<file path="src/rtl/spi_host_arb.sv">
// Round-robin arbitrated SPI host: serialises 44-bit {op, addr, data} frames to a
// single spi_sub and returns the captured echo to the granted requester.
module spi_host_arb #(
  parameter int unsigned NREQ = 2,
  parameter int unsigned TURN = 2,
  parameter int unsigned GAP  = 2
) (
  input  logic                 sclk,
  input  logic                 rst,
  input  logic [NREQ-1:0]      req_valid,
  output logic [NREQ-1:0]      req_ready,
  input  logic [2*NREQ-1:0]    req_op,
  input  logic [10*NREQ-1:0]   req_addr,
  input  logic [32*NREQ-1:0]   req_wdata,
  output logic                 rsp_valid,
  output logic [1:0]           rsp_id,
  output logic [31:0]          rsp_rdata,
  output logic                 rsp_err,
  output logic                 cs_n,
  output logic                 mosi,
  input  logic                 miso
);

  localparam int unsigned FW     = 44;
  localparam int unsigned MAXREQ = 4;
  localparam int          NREQ_I = int'(NREQ);

  typedef struct packed {
    logic [1:0]  op;
    logic [9:0]  addr;
    logic [31:0] data;
  } frame_t;

  typedef enum logic [2:0] {
    IDLE,
    SHIFT_OUT,
    TURN_WAIT,
    SHIFT_IN,
    DONE,
    GAP_WAIT
  } state_t;

  state_t       state;
  frame_t       tx_q;
  logic [FW-1:0] tx_bits;
  logic [FW-1:0] rx_q;
  logic [5:0]   bit_cnt;
  logic [2:0]   wait_cnt;
  logic [1:0]   rr_q;
  logic [1:0]   id_q;

  frame_t       req_frame [MAXREQ];
  logic [3:0]   valid_pad;
  logic [2:0]   cand;
  logic [2:0]   rr_inc;
  logic         grant_any;
  logic [1:0]   grant_id;
  logic [1:0]   rr_next;

  assign tx_bits = tx_q;

  // Unpack the flat per-requester buses into a fixed 4-entry table
  always_comb begin
    for (int i = 0; i < int'(MAXREQ); i++) begin
      req_frame[i] = '0;
    end
    for (int i = 0; i < NREQ_I; i++) begin
      req_frame[i] = {req_op[2*i +: 2], req_addr[10*i +: 10], req_wdata[32*i +: 32]};
    end
  end

  // Round-robin pick: lowest index at or above rr_q, wrapping at NREQ
  always_comb begin
    valid_pad = 4'(req_valid);
    grant_any = 1'b0;
    grant_id  = '0;
    cand      = '0;
    for (int i = NREQ_I - 1; i >= 0; i--) begin
      cand = 3'(rr_q) + 3'(i);
      if (cand >= 3'(NREQ)) cand = cand - 3'(NREQ);
      if (valid_pad[cand[1:0]]) begin
        grant_any = 1'b1;
        grant_id  = cand[1:0];
      end
    end
    rr_inc  = 3'(grant_id) + 3'd1;
    if (rr_inc >= 3'(NREQ)) rr_inc = '0;
    rr_next = rr_inc[1:0];
  end

  // Frame sequencer with registered SPI pins and response outputs
  always_ff @(posedge sclk) begin
    if (rst) begin
      state     <= IDLE;
      cs_n      <= 1'b1;
      mosi      <= 1'b0;
      req_ready <= '0;
      rsp_valid <= 1'b0;
      rsp_id    <= '0;
      rsp_rdata <= '0;
      rsp_err   <= 1'b0;
      rr_q      <= '0;
      id_q      <= '0;
      tx_q      <= '0;
      rx_q      <= '0;
      bit_cnt   <= '0;
      wait_cnt  <= '0;
    end else begin
      req_ready <= '0;
      rsp_valid <= 1'b0;
      case (state)
        IDLE: begin
          cs_n <= 1'b1;
          mosi <= 1'b0;
          if (grant_any) begin
            req_ready <= NREQ'(4'b0001 << grant_id);
            tx_q      <= req_frame[grant_id];
            id_q      <= grant_id;
            rr_q      <= rr_next;
            bit_cnt   <= '0;
            wait_cnt  <= '0;
            // Reserved ops skip the bus and answer with an error next cycle
            state     <= req_frame[grant_id].op[1] ? DONE : SHIFT_OUT;
          end
        end
        SHIFT_OUT: begin
          cs_n <= 1'b0;
          mosi <= tx_bits[6'(FW - 1) - bit_cnt];
          if (bit_cnt == 6'(FW - 1)) begin
            bit_cnt  <= '0;
            wait_cnt <= '0;
            state    <= TURN_WAIT;
          end else begin
            bit_cnt <= bit_cnt + 6'd1;
          end
        end
        TURN_WAIT: begin
          mosi <= 1'b0;
          if (wait_cnt == 3'(TURN - 1)) begin
            wait_cnt <= '0;
            state    <= SHIFT_IN;
          end else begin
            wait_cnt <= wait_cnt + 3'd1;
          end
        end
        SHIFT_IN: begin
          rx_q <= {rx_q[FW-2:0], miso};
          if (bit_cnt == 6'(FW - 1)) begin
            bit_cnt <= '0;
            state   <= DONE;
          end else begin
            bit_cnt <= bit_cnt + 6'd1;
          end
        end
        DONE: begin
          cs_n      <= 1'b1;
          mosi      <= 1'b0;
          rsp_valid <= 1'b1;
          rsp_id    <= id_q;
          if (tx_q.op[1]) begin
            rsp_rdata <= '0;
            rsp_err   <= 1'b1;
          end else begin
            rsp_rdata <= rx_q[31:0];
            // Writes must echo the whole frame; reads only the op/addr header
            rsp_err   <= tx_q.op[0] ? (rx_q != tx_bits)
                                    : (rx_q[FW-1:32] != tx_bits[FW-1:32]);
          end
          wait_cnt <= '0;
          state    <= GAP_WAIT;
        end
        GAP_WAIT: begin
          cs_n <= 1'b1;
          mosi <= 1'b0;
          if (wait_cnt == 3'(GAP - 1)) begin
            wait_cnt <= '0;
            state    <= IDLE;
          end else begin
            wait_cnt <= wait_cnt + 3'd1;
          end
        end
        default: begin
          cs_n  <= 1'b1;
          mosi  <= 1'b0;
          state <= IDLE;
        end
      endcase
    end
  end

endmodule

</file>
<file path="config.mk">
export PLATFORM = sky130hd
export DESIGN_NAME = spi_host_arb
export DESIGN_NICKNAME = d
export VERILOG_FILES = /design/src/rtl/spi_host_arb.sv
export SDC_FILE = /design/constraint.sdc
export NUM_CORES = 1
export LEC_CHECK = 0
export BUFFER_PORTS_ARGS = -buffer_cell sky130_fd_sc_hd__buf_2
export CAP_MARGIN = 20
export CELL_PAD_IN_SITES_DETAIL_PLACEMENT = 1
export CELL_PAD_IN_SITES_GLOBAL_PLACEMENT = 1
export CORE_ASPECT_RATIO = 0.9
export CORE_MARGIN = 1.5
export CORE_UTILIZATION = 41
export CTS_CLUSTER_DIAMETER = 200
export DETAILED_ROUTE_END_ITERATION = 6
export PLACE_DENSITY_LB_ADDON = 0.25
export SLEW_MARGIN = 40
export SYNTH_ARGS = -nofsm -noshare
export SYNTH_HDL_FRONTEND = slang
export SYNTH_SLANG_ARGS = --single-unit
</file>
<file path="constraint.sdc">
create_clock -name sclk -period 2.6 [get_ports sclk]
set_input_delay 0 -clock sclk [delete_from_list [all_inputs] [get_ports sclk]]
set_output_delay 0 -clock sclk [all_outputs]
set_load 0.02 [all_outputs]
</file>
# Word level (Yosys, flattened, before mapping)
# Cells that the tools add are included.
[classes]
n_eq_ne = 14
magnitude_cmp = 7
n_reduce_logical = 11
n_mul = 0
muxes = 36
n_bitwise = 3
shift = 1
n_addsub = 7
div = 0
[ops]
columns = ["cell", "n"]
rows = [
  ["binary-select mux 44 bit (select 2 bit)", 1],
  ["two-way mux 44 bit", 2],
  ["!= test 44 bit", 1],
  ["two-way mux 32 bit", 1],
  ["two-way mux 3 bit", 9],
  ["case mux 3 bit (6 select lines)", 1],
  ["two-way mux 6 bit", 2],
  ["!= test 12 bit", 1],
  ["case mux 3 bit (4 select lines)", 1],
  ["case mux 6 bit (2 select lines)", 1],
  ["two-way mux 2 bit", 5],
  ["!= test 2 bit (second input constant)", 5],
  ["two-way mux 1 bit", 8],
  ["< comparator 6 x 7 -> 1 bit (second input constant)", 1],
  ["adder 2 x 1 -> 3 bit (second input constant)", 2],
  ["adder 6 x 1 -> 6 bit (second input constant)", 1],
  ["binary-select mux 1 bit (select 6 bit)", 1],
  ["== test 3 x 1 -> 1 bit (second input constant)", 2],
  ["== test 3 x 2 -> 1 bit (second input constant)", 2],
  ["== test 3 bit (second input constant)", 2],
  ["== test 6 bit (second input constant)", 1],
  ["greater-or-equal comparator 3 x 2 -> 1 bit (second input constant)", 2],
  ["< comparator 2 x 3 -> 1 bit (second input constant)", 2],
  ["OR reduction 2 bit", 3],
  ["17 further kinds", 22],
]
[totals]
ram_bits = 0
ff_bits = 144
mem_count = 0
output_inout_bits = 40
wordCells = 95
romBits = 0
latch_bits = 0
input_bits = 93

# Depth between registers and ports, before layout
# Gate-level depths: netlist (run 1).
[depth]
depth_word = 14
mapped_depth = 8
depth_no_buf = 7

# Least setup slack after synthesis (run 1)
# OpenSTA, ideal clock, no wires.
[synth_path]
kind = "register -> register"
startpoint = "reg bit_cnt[2]"
endpoint = "reg mosi"
period_less_slack_ns = 2.077
path_buffers = 1
stages_incl_launch_ff = 9
t_arrival_ns = 1.955
required_ns = 2.478
setup_time_ns = 0.122
path_slack_ns = 0.523
cell_sequence = "dfxtp_1 buf_4 inv_1 ha_1 nor2b_1 a22o_1 a211oi_2 a211oi_1 a311o_1"
[synth_between]
elab_chain_len = 4
[synth_rtl]
columns = ["item", "line", "rtl"]
rows = [
  ["start, declared", "47", "logic [5:0] bit_cnt;"],
  ["start signal, assigned", "134", "bit_cnt <= bit_cnt + 6'd1;"],
  ["start signal, assigned", "152", "bit_cnt <= bit_cnt + 6'd1;"],
  ["subtractor 6 bit", "128", "mosi <= tx_bits[6'(FW - 1) - bit_cnt];"],
  ["binary-select mux 1 bit (select 6 bit)", "128", ""],
  ["two-way mux 1 bit (implied by the code)", "128", ""],
  ["case mux 1 bit (2 select lines)", "111", "case (state)"],
  ["end signal, assigned", "128", ""],
  ["end, declared", "20", "output logic mosi,"],
]
# Every way passes these cells. The select of a mux whose other input is x is not followed.
# A chain may end at the register's enable or synchronous reset.

# Final worst setup path (run 1)
[layout_path]
startpoint = "reg state[2]"
endpoint = "reg tx_q (netlist bit tx_bits[43])"
[layout_between]
elab_chain_len = 2
[layout_rtl]
columns = ["item", "line", "rtl"]
rows = [
  ["start, declared", "43", "state_t state;"],
  ["start signal, assigned", "123", "state <= req_frame[grant_id].op[1] ? DONE : SHIFT_OUT;"],
  ["logical NOT 3 bit", "111", ""],
  ["AND reduction 2 bit (no source line)", "-", ""],
  ["end signal, assigned", "117", "tx_q <= req_frame[grant_id];"],
  ["end, declared", "44", "frame_t tx_q;"],
]
# Every way passes these cells.

==> flow_metrics.tcl, run 1 <==
set metrics [dict create \
    outcome "complete, but fails checks" \
    failed_checks "hold timing" \
    routed_via_density 5.477 \
    finalCoreUtilization_pct 56.03 \
    cts_tree "yes" \
    layout.nets 981 \
    track_usage_pct 26.38 \
    io_buffers 132 \
    final_cell_mix "dfxtp_1, buf_2, nand2_1" \
    std_cell_rows 43 \
    dr.pass1.iters 4 \
    powerDensity_nw_per_um2 685.9 \
    drv_slew 0 \
    maxCapViolations 0 \
    placed_area_um2 7233 \
    cts.clk_slew.worst_paths_ps 60 \
    final_common_cell "dfxtp_1" \
    grt_max_degree 98 \
    hold_ws_ps -9.488 \
    finalSetupViolCount 0 \
    setup_slack_ps 286.0 \
    yosysWarnings 0 \
    synth_top_area_share_pct 45.01 \
    initial_core_util_pct 41.77 \
    htree_levels 4 \
    drt-initial-drc-count 381 \
    ys_ff_latch 144 \
    synth.top_cells.by_area "dfxtp_1, mux2i_1, nand2_1, a211oi_1, xor2_1" \
    final.setup.tns_ps 0 \
    globalplace.congestion 0.9044 \
    drive_gt1_share_pct 20.38 \
    post-route-period-util_pct 89.00 \
    fmax_ghz 0.4322 \
    cts_buffers 17 \
    finalHoldViolCount 1 \
    n_antenna_cell 0 \
    area_growth_pct 34.13 \
    final_cells 1095 \
    synth_cells 694 \
    dieArea_um2 16380 \
    nFillCells 1759 \
    grt_pass1_wl_mm 33.04 \
    worstSetupPathType "reg -> reg" \
    min_period_ps 2314 \
    cts-root-buf "clkbuf_16" \
    dp.cells 988 \
    worstMarginPinSlew_ps 721.2 \
    clk_latency_ps 430 \
    overflow 0 \
    wl_per_cell_um 19.14 \
    startpoint_type "flip-flop" \
    total_power_mw 5.893 \
    place_hpwl_mm 12.96 \
    maxSlewHeadroom_pct 51.92 \
    cp_max_fo 97 \
    multi_input_area_um2 3307 \
    vias 5997 \
    design_area_um2 8591 \
    syn-cell-area_um2 6405 \
    drt.antenna.violating_nets 0 \
    core-area_um2 15330 \
    crit_path_end_kind "flip-flop" \
    route.detailed.drc 0 \
    postSynthAreaPerCell_um2 9.229 \
    antenna_found_initial 0 \
    seq_area_um2 2883 \
    grt_pass1_vias 6366 \
    fin_skew_ps 7.064 \
    ioPinCount 133 \
    ys_seq_area_share_pct 45.01 \
    async_flop_share_pct 0 \
    leakagePower_nw 3.750 \
    post-place-ws_ps 502.5 \
    ys_types 51 \
    rsz0062_at_grt "no" \
    clock_path_buffers 2 \
    peakVddDrop_mv 0.4693 \
    cts_sinks 144 \
    critPathArrivalTime_ps 2690 \
    hold_class "in -> reg" \
    wirelength_mm 20.96 \
    crit_required_ps 2970 \
    cts_setup_buffers 0 \
    die_w_um 134.7 \
    yosys_most_used_dff "dfxtp_1" \
    synth-edff-count 0 \
    die_h_um 121.6 \
    yosys.area.top_type "dfxtp_1" \
]
==> cell usage after synthesis, drive strengths merged, types with 3 or more instances <==
master  count
a22o       33
nor4        8
a21oi      58
nand3       5
dfxtp     144
nand3b      3
nor2b       9
o21ai       8
a21boi      3
xor2       39
nor3        6
mux2i      47
ha          6
a211oi     48
xnor2      12
nand2b      3
inv         4
buf        29
nor2       61
nand2     104
clkbuf     22
mux4        9
nand4       4
==> per-layer routing <==
| metal | vias up | GRT usage (%) | routed length [um] |
|---|---|---|---|
| met5 | - | 0 | 0 |
| met2 | 169 | 46.83 | 10590 |
| met3 | 46 | 5.535 | 968 |
| li1 | 2840 | - | - |
| met1 | 2942 | 31.38 | 8866 |
| met4 | 0 | 10.08 | 532 |
==> state kept, by name (all words and copies together) (netlist names), 2 cells and up <==
signal / flops
rx_q: 44
req_ready: 2
state: 3
rr_q: 2
rsp_rdata: 32
wait_cnt: 3
rsp_id: 2
tx_bits: 44
id_q: 2
bit_cnt: 6
==> layout make-up <==
type	instances	share of cell area [%]
flip-flops and latches	144	33.56
clock inverters	9	1.588
repair buffers	219	18.00
well taps	202	2.942
multi-input cells	496	38.49
clock buffers	21	5.243
inverters	4	0.1748
==> cells by family (layout without fill, tap and decap cells) <==
family                     Yosys count  count (layout)  synth area share [%]
and+or+nand+nor                    212             212                 14.28
AOI/OAI and AO/OA                  169             169                 18.13
DFF                                144             144                 45.01
muxes                               56              56                 10.63
buffers and inverters               55             253                 3.751
xor gates and xnor gates            51              51                 6.974
adders and majority gates            6               6                 1.172
other                                1               2               0.05855
==> final timing paths <==
path	from	to	slack (ps)	cells after the start
setup / recovery	state[2]	tx_bits[43]	290	6
hold / removal	req_wdata[16]	tx_bits[16]	-9	3
setup reg to reg	state[2]	tx_bits[43]	290	6
hold reg to reg	rr_q[1]	rr_q[1]	450	2
==> where the power goes <==
group	internal [mW]	switching, mW	total (mW)
combinational	0.445	0.469	0.914
sequential	2.33	0.171	2.50
clock	1.52	0.954	2.48
==> what timing repair did <==
action                                 CTS  global route
hold buffers                            77             0
resized for setup                        0             0
endpoints found under the hold margin   40             0
==> critical path, cell delays in order (launching register included) <==
cell	delay (ps)
dfxtp_1	490
nor3_1	310
o21a_2	200
buf_12	340
nor2_1	80
a311oi_1	250
dlygate4sd3_1	580
(Power assumes the default switching activity.)
==> run 2, diff against run 1 <==
SETUP_SLACK_MARGIN = 0.4   (was unset)
==> flow_metrics.tcl, run 2 (synthesized netlist as in run 1, its figures left out) <==
set metrics [dict create \
    drv_slew 0 \
    initial_core_util_pct 41.77 \
    dp.cells 988 \
    vias 6002 \
    area_growth_pct 34.21 \
    finalHoldViolCount 1 \
    antenna_found_initial 0 \
    dieArea_um2 16380 \
    core-area_um2 15330 \
    rr_worst_depth 5 \
    critical-path-slowest-cell "dlygate4sd3_1" \
    drt-initial-drc-count 362 \
    route.detailed.drc 0 \
    grt_max_degree 98 \
    crit_path_end_kind "flip-flop" \
    cts.clk_slew.worst_paths_ps 60 \
    globalplace.congestion 0.9044 \
    critPathMaxStageDelay_ps 610 \
    hold_class "in -> reg" \
    ff2ff_setup_slack_ps 490 \
    maxSlewHeadroom_pct 52.02 \
    routed_via_density 5.481 \
    clock_path_buffers 2 \
    track_usage_pct 26.40 \
    wl_per_cell_um 19.13 \
    crit_required_ps 2930 \
    path_cells "o21ai_4, buf_12, mux2i_1, dlygate4sd3_1, a211oi_1" \
    cts_setup_buffers 0 \
    grt_pass1_vias 6356 \
    final_cell_mix "dfxtp_1, buf_2, nand2_1" \
    startpoint "rr_q[0]" \
    failed_checks "hold timing" \
    final.setup.tns_ps 0 \
    worstSetupPathType "reg -> reg" \
    layout.nets 981 \
    final_cells 1095 \
    wirelength_mm 20.95 \
    cts_sinks 144 \
    place_hpwl_mm 12.96 \
    startpoint_type "flip-flop" \
    finalCoreUtilization_pct 56.06 \
    outcome "complete, but fails checks" \
    leakagePower_nw 3.750 \
    die_w_um 134.7 \
    r2r_end "tx_bits[31]" \
    fin_skew_ps 6.098 \
    fmax_ghz 0.4732 \
    holdPathEnd "tx_bits[16]" \
    htree_levels 4 \
    rsz0062_at_grt "no" \
    worstMarginPinSlew_ps 719.7 \
    total_power_mw 5.887 \
    die_h_um 121.6 \
    peakVddDrop_mv 0.4656 \
    cts_buffers 17 \
    min_period_ps 2113 \
    grt_pass1_wl_mm 33.03 \
    hold_ws_ps -2.749 \
    cts_tree "yes" \
    ioPinCount 133 \
    powerDensity_nw_per_um2 684.9 \
    io_buffers 132 \
    cp_max_fo 46 \
    dr.pass1.iters 4 \
    r2r-start "rr_q[0]" \
    clk_latency_ps 430 \
    std_cell_rows 43 \
    final_common_cell "dfxtp_1" \
    min_delay_path_depth 3 \
    hold_path_startpoint "req_wdata[16]" \
    n_antenna_cell 0 \
    overflow 0 \
    maxCapViolations 0 \
    finalSetupViolCount 0 \
    critPathArrivalTime_ps 2440 \
    drive_gt1_share_pct 20.49 \
    post-route-period-util_pct 81.27 \
    cts-root-buf "clkbuf_16" \
    drt.antenna.violating_nets 0 \
]
run 2: repair_timing:
item                                   CTS  global route
hold buffers                            77             0
endpoints found under the hold margin   40             0
resized for setup                        0             1
setup endpoints to repair                0             1
run 2: where the power goes:
| part | switching [mW] | internal (mW) | total (mW) |
|---|---|---|---|
| logic | 0.469 | 0.444 | 0.913 |
| registers | 0.171 | 2.33 | 2.50 |
| clock network | 0.949 | 1.52 | 2.47 |
| total | 1.59 | 4.30 | 5.89 |
run 2: worst max path at each step:
stage,end,cells after the start
after floorplan,mosi,8
after global placement,mosi,6
after detailed placement,mosi,6
after CTS,mosi,6
after global routing,mosi,6
final,tx_bits[31],5
run 2: per-stage QoR:
stage	setup WS [ps]	hold slack (ps)	instance area [um2]
after CTS	498.4	1.803	8591
after floorplan	522.9	136.0	6409
final	486.9	-2.749	8596
after detailed placement	502.5	269.7	7233
after global routing	414.7	9.184	8596
after global placement	590.5	251.4	7233
run 2: layout make-up:
cell class                      instances  area, um2
Inverter                                4      15.01
Clock buffer                           21      450.4
Timing Repair Buffer                  219       1546
Tap cell                              202      252.7
Sequential cell                       144       2883
Fill cell                            1757       6738
Clock inverter                          9      136.4
Multi-Input combinational cell        496       3312
run 2: critical path, delay by kind of cell, from the launching register on:
kind	cells	cell delay (ps)
buffers and inverters	2	950
AOI/OAI and AO/OA	2	510
DFF	1	360
muxes	1	160
run 2: per-layer routing:
metal  global-route usage [%]  share of wire [%]  vias up
met5                        0                  0        -
met4                    10.08                2.5        0
li1                         -                  -     2842
met3                    5.535                5.1       48
met2                    46.83                 50      171
met1                    31.44                 42     2941
==> run 3, diff against run 2 <==
ABC_AREA = 1   (was unset)
CORE_UTILIZATION = 39   (was 41)
clock period = 2.1 ns   (was 2.6 ns; I/O delays follow)
==> flow_metrics.tcl, run 3 <==
set metrics [dict create \
    outcome "complete, no violations" \
    yosys.cell_count.top_type "nand2_1" \
    synth.top_cells.by_area "dfxtp_1, nand2_1, o21ai_0, nand3_1, a21oi_1" \
    hold_ws_ps 33.20 \
    yosysWarnings 0 \
    powerDensity_nw_per_um2 1308 \
    postSynthAreaPerCell_um2 7.177 \
    startpoint_type "flip-flop" \
    peakVddDrop_mv 0.6916 \
    drv_slew 0 \
    yosys_most_used_dff "dfxtp_1" \
    cts_sinks 144 \
    cts-root-buf "clkbuf_16" \
    area_growth_pct 34.31 \
    post-route-period-util_pct 78.96 \
    n_antenna_cell 0 \
    crit_path_end_kind "flip-flop" \
    placed_area_um2 7485 \
    routed_via_density 5.256 \
    swShare_pct 40.18 \
    grt_max_degree 72 \
    synthTopCellsByCount "nand2_1, dfxtp_1, nor2_1, o21ai_0, nand3_1" \
    rsz0062_at_grt "yes" \
    clk_latency_ps 430 \
    finalSetupViolCount 0 \
    worstSetupPathType "reg -> reg" \
    min_period_ps 1658 \
    cts.clk_slew.worst_paths_ps 60 \
    power.share.clock_pct 27.5 \
    htree_levels 4 \
    finalHoldViolCount 0 \
    ys_seq_area_share_pct 42.78 \
    maxSlewHeadroom_pct 49.74 \
    dieArea_um2 18080 \
    post-place-ws_ps 340.7 \
    globalplace.congestion 0.8428 \
    seqPwrFrac_pct 36.6 \
    wl_per_cell_um 17.94 \
    vias 7122 \
    die_w_um 141.6 \
    io_buffers 132 \
    internal_power_mw 7.081 \
    dr.pass1.iters 5 \
    fin_skew_ps 11.27 \
    grt_pass1_wl_mm 38.71 \
    die_h_um 127.7 \
    maxCapViolations 0 \
    drive_gt1_share_pct 18.27 \
    place_hpwl_mm 14.12 \
    core-area_um2 16890 \
    synth_cells 939 \
    synth_top_area_share_pct 42.78 \
    drt-initial-drc-count 432 \
    async_flop_share_pct 0 \
    design_area_um2 9051 \
    setup_slack_ps 441.7 \
    fmax_ghz 0.6030 \
    initial_core_util_pct 39.90 \
    worstMarginPinSlew_ps 752.8 \
    route.detailed.drc 0 \
    clock_path_buffers 2 \
    track_usage_pct 27.40 \
    cp_max_fo 12 \
    switchingPower_mw 4.755 \
    grt_pass1_vias 7162 \
    std_cell_rows 45 \
    finalCoreUtilization_pct 53.59 \
    combinationalPowerShare_pct 35.9 \
    synth-edff-count 0 \
    crit_required_ps 2420 \
    syn-cell-area_um2 6739 \
    ys_ff_latch 144 \
    drt.antenna.violating_nets 0 \
    overflow 0 \
    cts_buffers 17 \
    ys_types 40 \
    critPathArrivalTime_ps 1970 \
    cts_tree "yes" \
    antenna_found_initial 0 \
    ioPinCount 133 \
    leakagePower_nw 4.000 \
    wirelength_mm 24.31 \
    yosys.area.top_type "dfxtp_1" \
    final.setup.tns_ps 0 \
    final_cell_mix "nand2_1, dfxtp_1, buf_2" \
    layout.nets 1231 \
    hold_class "in -> reg" \
    final_common_cell "nand2_1" \
]
## run 3: kinds of logic (layout without fill, tap and decap cells)
group / count (synthesis) / after routing / synth area share (%)
AOI/OAI and AO/OA: 224 / 224 / 17.97
xor gates and xnor gates: 35 / 35 / 4.549
adders and majority gates: 6 / 6 / 1.114
buffers and inverters: 121 / 325 / 8.188
DFF: 144 / 144 / 42.78
other: 1 / 2 / 0.05565
and+or+nand+nor: 408 / 408 / 25.34
## run 3: per-stage QoR
step / power (mW) / std cells
5_1_grt: 12.62 / 1355
6_report: 11.84 / 1355
3_3_place_gp: 8.070 / 1236
2_1_floorplan: 7.125 / 940
3_5_place_dp: 8.176 / 1236
4_1_cts: 11.60 / 1354
## run 3: path summary, 6_finish.rpt
check                  start          end  slack (ps)  cells after the start
setup reg to reg  bit_cnt[1]   bit_cnt[5]         440                      7
hold reg to reg      id_q[1]      id_q[1]         450                      2
hold / removal     req_op[3]  tx_bits[43]          30                      5
setup / recovery  bit_cnt[1]   bit_cnt[5]         440                      7
## run 3: area by class of cell
| class | count | area [um2] |
|---|---|---|
| Fill cell | 2141 | 7840 |
| Multi-Input combinational cell | 675 | 3328 |
| Sequential cell | 144 | 2885 |
| Timing Repair Buffer | 234 | 1714 |
| Clock buffer | 18 | 439.2 |
| Tap cell | 211 | 264.0 |
| Inverter | 60 | 236.5 |
| Clock inverter | 13 | 183.9 |
## run 3: power by group through the flow
stage	sequential [mW]	combinational, mW	clock (mW)
floorplan	4.03	3.10	0
global placement	4.31	3.76	0
detailed placement	4.33	3.84	0
CTS	4.28	4.02	3.29
global route	4.41	4.78	3.42
finish	4.33	4.25	3.26
## run 3: what timing repair did
action | 4_1_cts | 5_1_grt
hold endpoints to repair | 44 | 0
gates cloned | 0 | 1
gates resized for setup | 4 | 10
hold buffers | 87 | 0
setup endpoints to repair | 4 | 64
setup buffers | 0 | 0
## run 3: routing by layer
metal  up-vias  GRT usage, %  part of all wire, %
met5         -             0                    0
met4         0         6.974                  1.4
met3        30         5.790                  4.5
met2       195         43.36                   45
met1      3399         38.11                   49
li1       3498             -                    -
## run 3: worst max-delay path, cell delays in order (launching register included)
cell and delay, ps:
dfxtp_1 400, clkinvlp_4 280, nor3_1 350, nand2_1 110, nor2_2 160, nand2_1 70
nor2_1 120, nor3_2 50
